$ cat config.mk
export PLATFORM = sky130hd
export DESIGN_NAME = spi_master_parallel
export DESIGN_NICKNAME = d
export VERILOG_FILES = /design/src/rtl/spi_master_parallel.sv
export SDC_FILE = /design/constraint.sdc
export NUM_CORES = 1
export LEC_CHECK = 0
export ABC_CLOCK_PERIOD_IN_PS = 1800
export CORE_MARGIN = 8
export CORE_UTILIZATION = 30
export DETAILED_ROUTE_END_ITERATION = 8
export PLACE_DENSITY_LB_ADDON = 0.2
export SLEW_MARGIN = 20
export SYNTH_ARGS = -nofsm -noshare
export SYNTH_HDL_FRONTEND = slang
export SYNTH_SLANG_ARGS = --single-unit
$ cat constraint.sdc
create_clock -name i_clk -period 1.8 [get_ports i_clk]
set_input_delay 0.27 -clock i_clk [delete_from_list [all_inputs] [get_ports i_clk]]
set_output_delay 0.27 -clock i_clk [all_outputs]
set_load 0.01 [all_outputs]
$ cat src/rtl/spi_master_parallel.sv
// Master end of the parallel-word SPI link (CPOL=0, CPHA=0): one SCLK pulse per
// transfer moves a full NB_BITS word each way, with phases timed by a clock divider.
module spi_master_parallel #(
    parameter int unsigned NB_BITS = 32,
    parameter int unsigned CLK_DIV = 4
) (
    input  logic               i_clk,
    input  logic               i_rst,
    input  logic               i_start,
    input  logic [NB_BITS-1:0] i_data,
    input  logic [NB_BITS-1:0] i_MISO,
    output logic [NB_BITS-1:0] o_MOSI,
    output logic               o_SCLK,
    output logic               o_cs,
    output logic [NB_BITS-1:0] o_data,
    output logic               o_busy,
    output logic               o_done
);

    localparam int unsigned CNT_W = (CLK_DIV > 1) ? $clog2(CLK_DIV) : 1;
    localparam logic [CNT_W-1:0] CNT_LAST = CNT_W'(CLK_DIV - 1);

    typedef enum logic [2:0] {
        ST_IDLE,
        ST_SETUP,
        ST_HIGH,
        ST_HOLD,
        ST_DONE
    } state_t;

    state_t             state_q, state_d;
    logic [CNT_W-1:0]   cnt_q, cnt_d;
    logic [NB_BITS-1:0] mosi_q, mosi_d;
    logic [NB_BITS-1:0] data_q, data_d;
    logic               sclk_q, sclk_d;
    logic               cs_q, cs_d;
    logic               busy_q, busy_d;
    logic               done_q, done_d;
    logic               phase_end;

    // Next-state, divider and output-register inputs; outputs follow the next state
    // so every pin is a flop and tracks the state it belongs to.
    always_comb begin
        state_d   = state_q;
        cnt_d     = cnt_q;
        mosi_d    = mosi_q;
        data_d    = data_q;
        phase_end = (cnt_q == CNT_LAST);

        case (state_q)
            ST_IDLE: begin
                cnt_d = '0;
                if (i_start) begin
                    mosi_d  = i_data;
                    state_d = ST_SETUP;
                end
            end
            ST_SETUP: begin
                cnt_d = phase_end ? '0 : cnt_q + CNT_W'(1);
                if (phase_end) begin
                    state_d = ST_HIGH;
                end
            end
            ST_HIGH: begin
                cnt_d = phase_end ? '0 : cnt_q + CNT_W'(1);
                if (phase_end) begin
                    // Single MISO sample point: the last cycle SCLK is high.
                    data_d  = i_MISO;
                    state_d = ST_HOLD;
                end
            end
            ST_HOLD: begin
                cnt_d = phase_end ? '0 : cnt_q + CNT_W'(1);
                if (phase_end) begin
                    state_d = ST_DONE;
                end
            end
            ST_DONE: begin
                cnt_d   = '0;
                state_d = ST_IDLE;
            end
            default: begin
                cnt_d   = '0;
                state_d = ST_IDLE;
            end
        endcase

        cs_d   = (state_d == ST_SETUP) || (state_d == ST_HIGH) || (state_d == ST_HOLD);
        sclk_d = (state_d == ST_HIGH);
        busy_d = (state_d != ST_IDLE);
        done_d = (state_d == ST_DONE);
    end

    // State and output registers.
    always_ff @(posedge i_clk) begin
        if (i_rst) begin
            state_q <= ST_IDLE;
            cnt_q   <= '0;
            mosi_q  <= '0;
            data_q  <= '0;
            sclk_q  <= 1'b0;
            cs_q    <= 1'b0;
            busy_q  <= 1'b0;
            done_q  <= 1'b0;
        end else begin
            state_q <= state_d;
            cnt_q   <= cnt_d;
            mosi_q  <= mosi_d;
            data_q  <= data_d;
            sclk_q  <= sclk_d;
            cs_q    <= cs_d;
            busy_q  <= busy_d;
            done_q  <= done_d;
        end
    end

    assign o_MOSI = mosi_q;
    assign o_SCLK = sclk_q;
    assign o_cs   = cs_q;
    assign o_data = data_q;
    assign o_busy = busy_q;
    assign o_done = done_q;

endmodule

## Word-level counts from Yosys, hierarchy flattened

Index checks and enable logic that the tools add are counted.

| operators by class | value |
|---|---|
| multiplexer cells | 5 |
| $add $sub $neg | 1 |
| equality and inequality tests | 8 |
| reduce and logical (&&, ||, !) cells | 8 |
| bitwise operators | 1 |

Operators with widths:

| kind | number |
|---|---|
| equality test 3 x 2 -> 1 bit, second input constant | 4 |
| two-way mux 3 bit | 4 |
| case mux 3 bit (4 select lines) | 1 |
| equality test 3 x 1 -> 1 bit, second input constant | 2 |
| OR reduction 3 bit | 2 |
| AND reduction 2 bit | 2 |
| equality test 3 bit, second input constant | 1 |
| logical NOT 3 bit | 1 |
| nonzero test 3 bit | 1 |
| adder 2 x 1 -> 2 bit, second input constant | 1 |
| equality test 2 bit, second input constant | 1 |
| logical OR 1 bit | 2 |
| inverter 1 bit | 1 |

| word-level totals | value |
|---|---|
| input port bits | 67 |
| output and inout bits | 68 |
| register bits after elaboration | 73 |
| word-level logic and storage cells | 31 |

## Logic depth before layout (Yosys ltp)

| logic depth | value |
|---|---|
| depth in word-level cells | 6 |
| depth in mapped cells | 6 |
| gate-level depth less buffers | 3 |

## Worst setup path after synthesis

No wires, ideal clock.

| timing | value |
|---|---|
| kind | reg2reg |
| start point | register cnt_q[0] |
| end point | register data_q[10] (netlist: o_data[10]) |
| slack | 402 ps |
| arrival time | 1,327 ps |
| path buffers | 3 |
| cell stages (with the launch flop) | 7 |
| required time | 1,728 ps |
| cells stage by stage | dfxtp_1 > ha_1 > clkbuf_2 > and4bb_2 > buf_2 > buf_4 > mux2i_1 |

| between the ends | value |
|---|---|
| word-level cells in the longest chain between the ends | 2 |

Ends and longest elaborated chain:

| item | RTL line | RTL |
|---|---|---|
| from (decl) | 32 | `logic [CNT_W-1:0] cnt_q, cnt_d;` |
| from (signal assigned) | 107 | `cnt_q <= cnt_d;` |
| equality test 2 bit | 48 | `phase_end = (cnt_q == CNT_LAST);` |
| AND reduction 2 bit (no line) | -- |  |
| to (signal assigned) | 109 | `data_q <= data_d;` |
| to (decl) | 34 | `logic [NB_BITS-1:0] data_q, data_d;` |

Every way passes these cells.
A chain may end at the register's enable or synchronous reset.

## Final worst setup path

| timing | value |
|---|---|
| start point | register cnt_q[0] |
| end point | register data_q[5] (netlist: o_data[5]) |

The elaborated chain is that of the path after synthesis.

==> flow_summary.yaml <==
run_status:
  status: "complete, no violations"
die:
  fp.dieW_um: 119
  fp.dieH_um: 119
  io_pins: 135
  fp-row-count: 37
  initial_core_util_pct: 31.0
  die-area_um2: 14300
  core-area_um2: 10400
min_path:
  whs_path_depth: 1
  hp-class: "register to register"
  worstHoldStart: "cnt_q[0]"
  min_to: "cnt_q[0]"
logic_synthesis:
  synth.distinct_cells: 25
  ys_warn_count: 0
  synth-seq-cells: 73
  syn_inst: 311
  avgSynthCellArea_um2: 10.3
  yosysSeqAreaShare_pct: 45.5
  syn_nets: 379
  netlist_area_um2: 3210
setup_path:
  cpLargestDelayFamily: "flip-flops"
  critPathMaxStageDelay_ns: 0.34
  start_kind: "register"
  critPathArrivalTime_ns: 1.84
  path_cells: "ha_1 -> and4bb_2 -> buf_12 -> mux2i_1"
  path_max_fanout: 31
  worstRegToRegCells: 4
  cp-end-kind: "register"
  critPathBufInv: 1
  cp_data_required_time_ns: 2.06
  crit_type: "register to register"
  reg2reg_from: "cnt_q[0]"
  rrSetupSlack_ns: 0.22
  startpoint: "cnt_q[0]"
  critPathSlowestCell: "dfxtp_1"
  r2r-end: "o_data[5]"
route:
  ant_nets: 0
  dr.pass1.iters: 4
  wirelength_mm: 8.04
  remaining_drc_errors: 0
  dr.first_iter.drc_count: 73
  avgRoutedWirePerCell_um: 14.0
  via_count: 2411
  viasPerCell: 4.19
final_layout:
  drive_above_1_share_pct: 5.68
  fin_nets: 503
  n_antenna_cell: 0
  regArea_um2: 1460
  multiInputGateArea_um2: 1610
  final_util_pct: 46.4
  nFillCells: 1002
  synthToLayoutAreaGrowth_pct: 49.9
place:
  dp_hpwl_mm: 5.73
  place_congestion: 0.677
  port_buffers: 134
global_routing:
  grt_max_degree: 68
  grt_pass1_wl_mm: 12.7
  grt_usage_pct: 11.1
  antenna_found_initial: 0
  gr-total-overflow: 0
  grt_pass1_vias: 2506
cts:
  clkSlewWorstSetupHoldPaths_ns: 0.08
  hold_buffers: 0
  cts_buffers: 9
  cts_sinks: 73
  cts_tree: "done"
  clockBufferDepth: 2
  cts_setup_buffers: 0
  cts_resized: 0
  insertion_delay_ns: 0.33
  ctsHtreeMaxLevel: 3
  root_buffer: "clkbuf_8"
pwr:
  max-vdd-ir-drop_v: 0.000367
  leakage_nw: 1.71
  p_comb_share_pct: 14.5
  powerDensity_nw_per_um2: 697
  swShare_pct: 23.7
  power.internal_w: 0.00256
  seqPwrFrac_pct: 50.6
  power.switching_w: 0.000797
  p_clk_share_pct: 34.8
sta:
  setup_tns_ns: 0
  setup_viol: 0
  fin_skew_ns: 0.00946
  slew_viol_final: 0
  whs_ns: 0.437
  hold_violations: 0
  min_period_ns: 1.58
  rsz0062_at_grt: "false"
  worst_pin_slew_ns: 0.426
  min_period_over_period_pct: 87.7
  relSlewSlack_pct: 71.6
  fmax_mhz: 634
run:
  max_cap_violations: 0
worst register-to-register path, delay by kind of cell (launching register included):
family                     cells  cell delay (ns)
and+or+nand+nor                1             0.35
DFF                            1             0.34
adders and majority gates      1             0.32
muxes                          1             0.26
buffers and inverters          1             0.25
how the worst max path moves through the flow:
stage	to	slack (ns)	cells after the start
2_1_floorplan	o_data[10]	0.40	6
3_3_place_gp	o_MOSI[25]	0.20	4
3_5_place_dp	o_MOSI[8]	0.15	4
4_1_cts	o_data[1]	0.19	4
5_1_grt	o_data[5]	0.05	4
6_report	o_data[5]	0.22	4
synth_stat cells:
library cell	n	area, um2
nor4b_1	1	8.76
buf_6	5	56.3
a211oi_1	1	7.51
a21oi_1	2	10.0
nor4_1	1	6.26
buf_2	1	5.00
buf_4	3	22.5
ha_1	1	12.5
nor2_1	4	15.0
clkbuf_1	15	56.3
clkbuf_2	1	5.00
nor4b_4	1	23.8
nand3b_1	1	7.51
a21bo_2	1	10.0
mux2_2	1	11.3
nor3b_1	1	7.51
nand2b_1	128	801
and4bb_2	1	12.5
o21a_1	1	7.51
mux2i_1	64	641
nor3_1	1	5.00
nand3_1	1	5.00
dfxtp_1	73	1460
or3b_2	1	8.76
or2_2	1	6.26
per-layer routing:
layer | global-route usage (%) | up-vias | wire length (um)
met4 | 5.39 | 0 | 125
li1 | - | 1251 | -
met3 | 4.36 | 9 | 573
met2 | 18.2 | 69 | 3840
met5 | 0 | - | 0
met1 | 12.4 | 1082 | 3500
final cells by class:
type	instances	share of cell area (%)
sequential	73	30.3
tap	136	3.53
clock inverter	3	0.312
timing repair buffer	138	29.2
clock buffer	13	3.30
multi-input combinational	213	33.4
logic make-up after synthesis:
logic type	share of synthesized area (%)
AO/OA/AOI/OAI	1.09
AND/OR/NAND/NOR	28.2
flip-flops	45.5
multiplexers	20.3
adder cells (fa/ha/maj)	0.389
buffers and inverters	4.52
flip-flops by register name, indices dropped and copies added (netlist names):
signal   count
cnt_q        2
state_q      3
o_done       1
o_SCLK       1
o_cs         1
o_MOSI      32
o_data      32
o_busy       1
cell usage in the layout (no fill, tap or decap), types with 2 or more instances in the layout:
cell             Yosys  routed
mux2i_1             64      64
nor2_1               4       4
clkbuf_1            15       2
dfxtp_1             73      73
clkbuf_8             0      11
nand2b_1           128     128
a21oi_1              2       2
clkinv_2             0       3
buf_12               0       3
clkdlybuf4s50_1      0     133
through the flow:
stage | cell area, um2 | setup slack (ns) | power (W) | instances
2_1_floorplan | 3210 | 0.402 | 0.00195 | 311
3_3_place_gp | 4640 | 0.203 | 0.00223 | 560
3_5_place_dp | 4640 | 0.150 | 0.00223 | 560
4_1_cts | 4820 | 0.193 | 0.00343 | 576
5_1_grt | 4820 | 0.0537 | 0.00354 | 576
6_report | 4820 | 0.222 | 0.00336 | 576
power groups by stage:
stage	Combinational (W)	Clock (W)	Sequential (W)
2_1_floorplan	0.000199	0	0.00176
3_3_place_gp	0.000489	0	0.00174
3_5_place_dp	0.000494	0	0.00174
4_1_cts	0.000496	0.00123	0.00170
5_1_grt	0.000525	0.00131	0.00171
6_report	0.000487	0.00117	0.00170
No activity file was read; power rests on OpenSTA's default activity.
